$ cat src/rtl/icache_miss_seq_lv1_il_if.sv
// CPU / tag-array / L2 / LRU signal bundle for the L1 instruction-cache miss sequencer.
// The slave modport is the sequencer; the master modport is its environment.
interface icache_miss_seq_lv1_il_if #(
  parameter int ADDR_WID  = 32,
  parameter int ASSOC_WID = 2,
  parameter int CNT_WID   = 16
);
  logic                 cpu_rd;
  logic                 cpu_wr;
  logic [ADDR_WID-1:0]  addr_bus_cpu_lv1;
  logic                 tag_hit;
  logic [ASSOC_WID-1:0] hit_way;
  logic [ASSOC_WID-1:0] lru_replacement_proc;
  logic                 data_in_bus_lv1_lv2;
  logic                 lv2_rd;
  logic [ADDR_WID-1:0]  addr_bus_lv1_lv2;
  logic                 fill_en;
  logic [ASSOC_WID-1:0] fill_way;
  logic                 data_in_bus_cpu_lv1;
  logic                 lru_update;
  logic [ASSOC_WID-1:0] blk_accessed_main;
  logic                 busy;
  logic                 wr_err;
  logic                 lv2_tmo;
  logic [CNT_WID-1:0]   hit_cnt;
  logic [CNT_WID-1:0]   miss_cnt;

  modport master (
    output cpu_rd, cpu_wr, addr_bus_cpu_lv1, tag_hit, hit_way,
           lru_replacement_proc, data_in_bus_lv1_lv2,
    input  lv2_rd, addr_bus_lv1_lv2, fill_en, fill_way, data_in_bus_cpu_lv1,
           lru_update, blk_accessed_main, busy, wr_err, lv2_tmo, hit_cnt, miss_cnt
  );

  modport slave (
    input  cpu_rd, cpu_wr, addr_bus_cpu_lv1, tag_hit, hit_way,
           lru_replacement_proc, data_in_bus_lv1_lv2,
    output lv2_rd, addr_bus_lv1_lv2, fill_en, fill_way, data_in_bus_cpu_lv1,
           lru_update, blk_accessed_main, busy, wr_err, lv2_tmo, hit_cnt, miss_cnt
  );
endinterface

$ cat src/rtl/icache_miss_seq_lv1_il.sv
// L1 instruction-cache miss sequencer: lookup, L2 line fetch with timeout, fill, CPU acknowledge.
// Outputs are registers or pure state decodes, so no input reaches an output combinationally.
module icache_miss_seq_lv1_il #(
  parameter int ADDR_WID  = 32,
  parameter int ASSOC_WID = 2,
  parameter int CNT_WID   = 16,
  parameter int TMO_CYC   = 255,
  parameter int OFF_WID   = 4
) (
  input  logic                       clk,
  input  logic                       rst_n,
  icache_miss_seq_lv1_il_if.slave    bus
);
  localparam logic [2:0] IDLE    = 3'd0;
  localparam logic [2:0] LOOKUP  = 3'd1;
  localparam logic [2:0] MISS    = 3'd2;
  localparam logic [2:0] FILL    = 3'd3;
  localparam logic [2:0] RESPOND = 3'd4;
  localparam logic [2:0] RELEASE = 3'd5;

  localparam int TW = $clog2(TMO_CYC + 1);
  localparam logic [TW-1:0] TMO_LAST = TW'(TMO_CYC - 1);
  localparam logic [ADDR_WID-1:0] LINE_MASK = ~ADDR_WID'((64'd1 << OFF_WID) - 64'd1);

  logic [2:0]           state;
  logic [ADDR_WID-1:0]  addr_q;
  logic [ASSOC_WID-1:0] way_q;
  logic [TW-1:0]        wait_cnt;
  logic                 abort_q;
  logic                 wr_err_q;
  logic                 tmo_q;
  logic [CNT_WID-1:0]   hit_q;
  logic [CNT_WID-1:0]   miss_q;

  always_ff @(posedge clk or negedge rst_n) begin
    if (!rst_n) begin
      state    <= IDLE;
      addr_q   <= '0;
      way_q    <= '0;
      wait_cnt <= '0;
      abort_q  <= 1'b0;
      wr_err_q <= 1'b0;
      tmo_q    <= 1'b0;
      hit_q    <= '0;
      miss_q   <= '0;
    end else begin
      wr_err_q <= 1'b0;
      tmo_q    <= 1'b0;
      case (state)
        IDLE: begin
          wait_cnt <= '0;
          abort_q  <= 1'b0;
          if (bus.cpu_wr) wr_err_q <= 1'b1;
          if (bus.cpu_rd) begin
            addr_q <= bus.addr_bus_cpu_lv1;
            state  <= LOOKUP;
          end
        end
        LOOKUP: begin
          if (!bus.cpu_rd) begin
            state <= IDLE;
          end else if (bus.tag_hit) begin
            way_q <= bus.hit_way;
            if (!(&hit_q)) hit_q <= hit_q + 1'b1;
            state <= RESPOND;
          end else begin
            way_q <= bus.lru_replacement_proc;
            if (!(&miss_q)) miss_q <= miss_q + 1'b1;
            state <= MISS;
          end
        end
        MISS: begin
          // The L2 request cannot be cancelled; a dropped cpu_rd only suppresses the acknowledge.
          if (!bus.cpu_rd) abort_q <= 1'b1;
          if (bus.data_in_bus_lv1_lv2) begin
            state <= FILL;
          end else if (wait_cnt == TMO_LAST) begin
            tmo_q <= 1'b1;
            state <= IDLE;
          end else begin
            wait_cnt <= wait_cnt + 1'b1;
          end
        end
        FILL:    state <= (abort_q || !bus.cpu_rd) ? IDLE : RESPOND;
        RESPOND: state <= RELEASE;
        RELEASE: if (!bus.cpu_rd) state <= IDLE;
        default: state <= IDLE;
      endcase
    end
  end

  assign bus.lv2_rd              = (state == MISS);
  assign bus.addr_bus_lv1_lv2    = (state == MISS) ? (addr_q & LINE_MASK) : '0;
  assign bus.fill_en             = (state == FILL);
  assign bus.fill_way            = (state == FILL) ? way_q : '0;
  assign bus.data_in_bus_cpu_lv1 = (state == RESPOND);
  assign bus.lru_update          = (state == RESPOND);
  assign bus.blk_accessed_main   = (state == RESPOND) ? way_q : '0;
  assign bus.busy                = (state != IDLE);
  assign bus.wr_err              = wr_err_q;
  assign bus.lv2_tmo             = tmo_q;
  assign bus.hit_cnt             = hit_q;
  assign bus.miss_cnt            = miss_q;
endmodule

$ cat src/flat_wrapper.sv
// flat-port wrapper written by rule: the top's interface ports become plain ports
module icache_miss_seq_lv1_il_flat 
#(
  parameter int ADDR_WID  = 32,
  parameter int ASSOC_WID = 2,
  parameter int CNT_WID   = 16,
  parameter int TMO_CYC   = 255,
  parameter int OFF_WID   = 4
)
  (clk, rst_n, bus_cpu_rd, bus_cpu_wr, bus_addr_bus_cpu_lv1, bus_tag_hit, bus_hit_way, bus_lru_replacement_proc, bus_data_in_bus_lv1_lv2, bus_lv2_rd, bus_addr_bus_lv1_lv2, bus_fill_en, bus_fill_way, bus_data_in_bus_cpu_lv1, bus_lru_update, bus_blk_accessed_main, bus_busy, bus_wr_err, bus_lv2_tmo, bus_hit_cnt, bus_miss_cnt);
  icache_miss_seq_lv1_il_if #(.ADDR_WID(ADDR_WID), .ASSOC_WID(ASSOC_WID), .CNT_WID(CNT_WID)) bus_i ();
  input  logic clk;
  input  logic rst_n;
  input wire logic [$bits(bus_i.cpu_rd)-1:0] bus_cpu_rd;
  input wire logic [$bits(bus_i.cpu_wr)-1:0] bus_cpu_wr;
  input wire logic [$bits(bus_i.addr_bus_cpu_lv1)-1:0] bus_addr_bus_cpu_lv1;
  input wire logic [$bits(bus_i.tag_hit)-1:0] bus_tag_hit;
  input wire logic [$bits(bus_i.hit_way)-1:0] bus_hit_way;
  input wire logic [$bits(bus_i.lru_replacement_proc)-1:0] bus_lru_replacement_proc;
  input wire logic [$bits(bus_i.data_in_bus_lv1_lv2)-1:0] bus_data_in_bus_lv1_lv2;
  output wire logic [$bits(bus_i.lv2_rd)-1:0] bus_lv2_rd;
  output wire logic [$bits(bus_i.addr_bus_lv1_lv2)-1:0] bus_addr_bus_lv1_lv2;
  output wire logic [$bits(bus_i.fill_en)-1:0] bus_fill_en;
  output wire logic [$bits(bus_i.fill_way)-1:0] bus_fill_way;
  output wire logic [$bits(bus_i.data_in_bus_cpu_lv1)-1:0] bus_data_in_bus_cpu_lv1;
  output wire logic [$bits(bus_i.lru_update)-1:0] bus_lru_update;
  output wire logic [$bits(bus_i.blk_accessed_main)-1:0] bus_blk_accessed_main;
  output wire logic [$bits(bus_i.busy)-1:0] bus_busy;
  output wire logic [$bits(bus_i.wr_err)-1:0] bus_wr_err;
  output wire logic [$bits(bus_i.lv2_tmo)-1:0] bus_lv2_tmo;
  output wire logic [$bits(bus_i.hit_cnt)-1:0] bus_hit_cnt;
  output wire logic [$bits(bus_i.miss_cnt)-1:0] bus_miss_cnt;
  assign bus_i.cpu_rd = bus_cpu_rd;
  assign bus_i.cpu_wr = bus_cpu_wr;
  assign bus_i.addr_bus_cpu_lv1 = bus_addr_bus_cpu_lv1;
  assign bus_i.tag_hit = bus_tag_hit;
  assign bus_i.hit_way = bus_hit_way;
  assign bus_i.lru_replacement_proc = bus_lru_replacement_proc;
  assign bus_i.data_in_bus_lv1_lv2 = bus_data_in_bus_lv1_lv2;
  assign bus_lv2_rd = bus_i.lv2_rd;
  assign bus_addr_bus_lv1_lv2 = bus_i.addr_bus_lv1_lv2;
  assign bus_fill_en = bus_i.fill_en;
  assign bus_fill_way = bus_i.fill_way;
  assign bus_data_in_bus_cpu_lv1 = bus_i.data_in_bus_cpu_lv1;
  assign bus_lru_update = bus_i.lru_update;
  assign bus_blk_accessed_main = bus_i.blk_accessed_main;
  assign bus_busy = bus_i.busy;
  assign bus_wr_err = bus_i.wr_err;
  assign bus_lv2_tmo = bus_i.lv2_tmo;
  assign bus_hit_cnt = bus_i.hit_cnt;
  assign bus_miss_cnt = bus_i.miss_cnt;
  icache_miss_seq_lv1_il #(.ADDR_WID(ADDR_WID), .ASSOC_WID(ASSOC_WID), .CNT_WID(CNT_WID), .TMO_CYC(TMO_CYC), .OFF_WID(OFF_WID)) u_core (.clk(clk), .rst_n(rst_n), .bus(bus_i));
endmodule
$ cat config.mk
export PLATFORM = sky130hd
export DESIGN_NAME = icache_miss_seq_lv1_il_flat
export DESIGN_NICKNAME = d
export VERILOG_FILES = /design/src/rtl/icache_miss_seq_lv1_il_if.sv /design/src/rtl/icache_miss_seq_lv1_il.sv /design/src/flat_wrapper.sv
export SDC_FILE = /design/constraint.sdc
export NUM_CORES = 1
export LEC_CHECK = 0
export BUFFER_PORTS_ARGS = -buffer_cell sky130_fd_sc_hd__buf_2
export CAP_MARGIN = 20
export CORE_MARGIN = 4
export CORE_UTILIZATION = 51
export CTS_CLUSTER_DIAMETER = 150
export DETAILED_ROUTE_END_ITERATION = 10
export PLACE_DENSITY = 0.82
export SYNTH_ARGS = -nofsm -noshare
export SYNTH_HDL_FRONTEND = slang
export SYNTH_SLANG_ARGS = --single-unit
$ cat constraint.sdc
create_clock -name clk -period 2.15 [get_ports clk]
set_input_delay 0.1075 -clock clk [delete_from_list [all_inputs] [get_ports clk]]
set_output_delay 0.1075 -clock clk [all_outputs]
set_load 0.03 [all_outputs]
# Word level (Yosys, flattened, before mapping)
# Index checks and enable logic that the tools add are counted.
word_totals:
  regBits: 80
  inputBits: 42
  output_inout_bits: 75
  wordCells: 63
op_classes:
  add_sub_neg: 3
  n_eq_ne: 12
  n_mux: 22
  n_bitwise: 3
  n_reduce_logical: 14
op_table:
  columns: ["op", "count"]
  rows:
  - ["$add 16x1->16 const B", 2]
  - ["$mux 32", 1]
  - ["$reduce_and 16->1", 2]
  - ["$mux 3", 7]
  - ["$pmux 3 s6", 1]
  - ["$mux 8", 2]
  - ["$pmux 8 s2", 1]
  - ["$ne 2x2->1 const B", 5]
  - ["$add 8x1->8 const B", 1]
  - ["$eq 8x8->1 const B", 1]
  - ["$reduce_and 4->1", 2]
  - ["$eq 3x2->1 const B", 2]
  - ["$eq 3x3->1 const B", 2]
  - ["$mux 1", 6]
  - ["$mux 2", 3]
  - ["$reduce_and 2->1", 3]
  - ["$reduce_and 3->1", 2]
  - ["$eq 3x1->1 const B", 1]
  - ["$logic_not 3->1", 1]
  - ["$ne 3x2->1 const B", 1]
  - ["$not 1->1", 3]
  - ["$reduce_bool 3->1", 1]
  - ["$pmux 1 s2", 1]
  - ["$reduce_bool 2->1", 1]
  - ["2 further kinds", 2]

# Longest topological paths before layout
depth:
  ltp_word: 4
  mapped_depth: 7
  mapped_depth_nobuf: 6

# Worst setup path after synthesis
# OpenSTA, ideal clock, no wires.
synth_path:
  path_kind: "register to output"
  startpoint: "register u_core.state[2]"
  endpoint: "output bus_addr_bus_lv1_lv2[23]"
  arrival_time_ns: 1.883
  t_required_ns: 2.043
  slack_ns: 0.160
  stages_incl_launch_ff: 7
  n_path_buf: 3
  path_cell_list: "dfrtp_1 buf_6 or3b_1 buf_2 inv_1 clkbuf_1 and2_1"
synth_via:
  elab_chain_cells: 2
synth_rtl:
  columns: ["item", "line_no", "source"]
  rows:
  - ["start, declared", "icache_miss_seq_lv1_il.sv:25", "logic [2:0] state;"]
  - ["start signal, assigned", "icache_miss_seq_lv1_il.sv:84", "FILL: state <= (abort_q || !bus.cpu_rd) ? IDLE : RESPOND;"]
  - ["$eq 3x2->1", null, null]
  - ["via bus_lv2_rd", "flat_wrapper.sv:21", "output wire logic [$bits(bus_i.lv2_rd)-1:0] bus_lv2_rd;"]
  - ["$mux 32", "icache_miss_seq_lv1_il.sv:93", "assign bus.addr_bus_lv1_lv2 = (state == MISS) ? (addr_q & LINE_MASK) : '0;"]
  - ["end, declared", "flat_wrapper.sv:22", "output wire logic [$bits(bus_i.addr_bus_lv1_lv2)-1:0] bus_addr_bus_lv1_lv2;"]
# The timed path passes the listed nets, and every way through them passes these cells.

# Final worst setup path
layout_path:
  startpoint: "register u_core.state[2]"
  endpoint: "output bus_addr_bus_lv1_lv2[13]"
layout_via:
  elab_chain_cells: 2
layout_rtl:
  columns: ["item", "line_no"]
  rows:
  - ["$eq 3x2->1", "icache_miss_seq_lv1_il.sv:93"]
  - ["$mux 32", "icache_miss_seq_lv1_il.sv:93"]
# Every way passes these cells.

==> flow_summary.html <==
<table>
<tr><th>Metric</th><th>Value</th></tr>
<tr><th colspan="2">Run status</th></tr>
<tr><td>Status</td><td>completed</td></tr>
<tr><th colspan="2">Floorplanning</th></tr>
<tr><td>Die height</td><td>93.4 um</td></tr>
<tr><td>Row count</td><td>30</td></tr>
<tr><td>Ports placed on the boundary</td><td>117</td></tr>
<tr><td>Core ar.</td><td>6940 um^2</td></tr>
<tr><td>Starting density of the core</td><td>0.536</td></tr>
<tr><td>Total die area</td><td>8730 um^2</td></tr>
<tr><td>Die width</td><td>93.4 um</td></tr>
<tr><th colspan="2">Worst setup path</th></tr>
<tr><td>Register-to-Register Path Depth</td><td>6</td></tr>
<tr><td>Data required time at the worst endpoint</td><td>2.04 ns</td></tr>
<tr><td>Kind of start point of the critical path</td><td>flip-flop</td></tr>
<tr><td>Kind of end point of the critical path</td><td>output port</td></tr>
<tr><td>Critical path cell sequence</td><td>or3b_4, clkinvlp_4, buf_12, and2_1, buf_2</td></tr>
<tr><td>Largest stage delay on the critical path</td><td>0.46 ns</td></tr>
<tr><td>Standard cell with the maximum stage delay on the critical path</td><td>dfrtp_2</td></tr>
<tr><td>Worst Setup Path Type</td><td>flip-flop to output port</td></tr>
<tr><td>Largest fanout of any net on the critical path</td><td>28</td></tr>
<tr><td>Data arrival time of the critical path</td><td>1.90 ns</td></tr>
<tr><th colspan="2">Global routing</th></tr>
<tr><td>Via count of the first global-routing pass</td><td>3094</td></tr>
<tr><td>Initial antenna violation count</td><td>1</td></tr>
<tr><td>Global route total overflow</td><td>0</td></tr>
<tr><td>Global-route wire length before repair</td><td>14800 um</td></tr>
<tr><td>Pin count of the biggest net entering global routing</td><td>43</td></tr>
<tr><td>All-Layer GR Usage</td><td>0.212</td></tr>
<tr><th colspan="2">Timing</th></tr>
<tr><td>Smallest setup slack after layout</td><td>0.139 ns</td></tr>
<tr><td>Min cycle time layout</td><td>2.01 ns</td></tr>
<tr><td>Setup violations, final</td><td>0</td></tr>
<tr><td>Max Slew Vio Count</td><td>0</td></tr>
<tr><td>Total Neg Setup Slack</td><td>0 ns</td></tr>
<tr><td>Final hold violation count</td><td>0</td></tr>
<tr><td>Unrepaired setup endpoints after global routing</td><td>no</td></tr>
<tr><td>Layout Skew</td><td>0.0108 ns</td></tr>
<tr><td>Period Utilization, post-route</td><td>0.935</td></tr>
<tr><td>Maximum clock frequency</td><td>497 MHz</td></tr>
<tr><th colspan="2">Layout</th></tr>
<tr><td>Post-route cell area</td><td>4900 um^2</td></tr>
<tr><td>Commonest cells after routing, fill and taps aside</td><td>buf_2, dfrtp_1, and2_1, mux2_2, dlygate4sd3_1</td></tr>
<tr><td>Ant. Diodes</td><td>0</td></tr>
<tr><td>Multi-input gate area</td><td>1710 um^2</td></tr>
<tr><td>Filler cell count</td><td>512</td></tr>
<tr><td>Reg area</td><td>1900 um^2</td></tr>
<tr><td>Fraction of final layout cells sized beyond drive strength 1</td><td>0.358</td></tr>
<tr><td>Most common library cell in the layout ignoring fill and taps</td><td>buf_2</td></tr>
<tr><td>Net count, final</td><td>524</td></tr>
<tr><td>Final core utilization</td><td>0.706</td></tr>
<tr><td>Layout Area Growth over Synthesis</td><td>31.7%</td></tr>
<tr><th colspan="2">Synthesis</th></tr>
<tr><td>Distinct cell type count of the synthesized netlist</td><td>46</td></tr>
<tr><td>Syn Inst Count</td><td>336</td></tr>
<tr><td>Flip-flop and latch count after synthesis</td><td>76</td></tr>
<tr><td>Main flop type after synthesis</td><td>dfrtp_1</td></tr>
<tr><td>Number of warning messages in the yosys log</td><td>0</td></tr>
<tr><td>Synthesized area per cell</td><td>11.1 um^2</td></tr>
<tr><td>Mapped cell area</td><td>3720 um^2</td></tr>
<tr><td>Share of flip-flops with an asynchronous set or reset after synthesis</td><td>1.00</td></tr>
<tr><td>Register area share after synthesis</td><td>0.511</td></tr>
<tr><td>Count of flip-flops with a built-in enable after synthesis</td><td>0</td></tr>
<tr><th colspan="2">Min path</th></tr>
<tr><td>Worst min-delay path class</td><td>primary input to flip-flop</td></tr>
<tr><td>Hold-critical path depth</td><td>2</td></tr>
<tr><th colspan="2">Placement</th></tr>
<tr><td>Final HPWL from detailed placement</td><td>6050 um</td></tr>
<tr><td>Global placement routability congestion</td><td>0.835</td></tr>
<tr><td>Post-place setup slack</td><td>0.227 ns</td></tr>
<tr><td>Instance area after placement</td><td>4390 um^2</td></tr>
<tr><td>Count of buffers from port buffering</td><td>108</td></tr>
<tr><th colspan="2">Detailed routing</th></tr>
<tr><td>Number of DRC markers after the initial detailed-route iteration</td><td>96</td></tr>
<tr><td>Post-detailed-route via-to-cell ratio</td><td>5.38</td></tr>
<tr><td>ANT nets after route</td><td>0</td></tr>
<tr><td>First drt pass iteration count</td><td>4</td></tr>
<tr><td>Total Routed Length</td><td>8890 um</td></tr>
<tr><td>Post-detailed-route wirelength per cell</td><td>15.4 um</td></tr>
<tr><td>Residual DRC</td><td>0</td></tr>
<tr><td>Vias</td><td>3117</td></tr>
<tr><th colspan="2">Clocking</th></tr>
<tr><td>TritonCTS clock tree</td><td>built</td></tr>
<tr><td>Maximum buffer depth of the clock tree</td><td>2</td></tr>
<tr><td>Clk root buf</td><td>clkbuf_8</td></tr>
<tr><td>Clock insertion delay at the later pin of the skew report</td><td>0.35 ns</td></tr>
<tr><td>CTS buffer count</td><td>9</td></tr>
<tr><td>H-tree Lvls</td><td>3</td></tr>
<tr><td>Count of clock tree sinks</td><td>76</td></tr>
<tr><td>Clock transition at path regs</td><td>0.08 ns</td></tr>
<tr><th colspan="2">Pwr</th></tr>
<tr><td>Total design power</td><td>4.92 mW</td></tr>
<tr><td>Max rail drop VDD</td><td>0.848 mV</td></tr>
<tr><td>Leak pwr</td><td>2.52 nW</td></tr>
<tr><td>Power per standard cell area</td><td>1000 nW/um^2</td></tr>
<tr><th colspan="2">Run</th></tr>
<tr><td>Max capacitance violation total</td><td>0</td></tr>
</table>
final timing paths:
path	slack, ns	to	from
min reg2reg	0.50	u_core.abort_q	u_core.abort_q
min in group asynchronous	0.26	u_core.addr_q[15]	rst_n
max in group asynchronous	1.30	u_core.state[2]	rst_n
max reg2reg	0.23	u_core.wait_cnt[2]	u_core.state[2]
max	0.14	bus_addr_bus_lv1_lv2[13]	u_core.state[2]
min	0.01	u_core.addr_q[9]	bus_addr_bus_cpu_lv1[9]
sequential cells by signal (all words and copies together) (netlist names):
register / flops
u_core.addr_q: 28
u_core.abort_q: 1
u_core.bus.wr_err: 1
u_core.state: 3
u_core.bus.miss_cnt: 16
u_core.bus.lv2_tmo: 1
u_core.way_q: 2
u_core.bus.hit_cnt: 16
u_core.wait_cnt: 8
power breakdown:
| group | internal, mW | switching, mW |
|---|---|---|
| sequential | 1.85 | 0.315 |
| clock | 0.602 | 0.529 |
| combinational | 0.718 | 0.914 |
metrics by stage:
stage | hold slack [ns] | instances
floorplan | -0.188 | 339
global placement | 0.0860 | 533
detailed placement | 0.0926 | 533
CTS | 0.000553 | 576
global route | 0.00299 | 579
finish | 0.0131 | 579
metal layers:
layer  wire [um]  track usage  share of wire
met1        3680        0.263           0.41
met5          11            0         0.0012
met2        4460        0.366           0.50
met3         618       0.0475          0.069
met4         119       0.0659          0.013
cells in the mapped netlist (all sizes together) (4+ instances only):
cell type   n  area, um^2
nand4      12        75.1
nor4        9        56.3
nor3       12        60.1
ha          4        50.1
and3        8        50.1
dfrtp      76        1900
nor2       12        45.0
mux2       31         349
a21oi       6        30.0
and2       35         219
buf        14        87.6
xnor2       4        35.0
nand2      17        63.8
mux2i       5        50.1
a31oi       4        25.0
nand3      13        65.1
inv         5        18.8
clkbuf      6        22.5
xor2       25         219
o21ai       7        35.0
final cells by class:
cell class              count  area share
flip-flops and latches     76       0.388
multi-input cells         238       0.348
repair buffers            148       0.191
clock buffers              11      0.0309
well taps                  96      0.0245
clock inverters             5      0.0120
inverters                   5     0.00459
critical path: cells and delay by family, from the launching register on:
kind                   cells  cell delay [ns]
and+or+nand+nor            2             0.60
buffers and inverters      3             0.50
DFF                        1             0.46
timing repair:
item	CTS	global route
buffers inserted	0	2
hold endpoints to repair	60	1
resized for setup	1	3
pin swaps	0	1
hold buffers	27	1
endpoints found under the setup margin	27	27
cell families (layout without fill, tap and decap cells):
family                   count (synthesis)  in the layout  synth area share
AND/OR/NAND/NOR                        139            139             0.216
adder cells (fa/ha/maj)                  4              4            0.0134
flip-flops                              76             76             0.511
XOR/XNOR                                29             29            0.0682
buffers and inverters                   25            169            0.0346
other                                    1              4           0.00101
multiplexers                            36             36             0.107
AO/OA/AOI/OAI                           26             26            0.0484
Power figures use the tool's default switching activity.
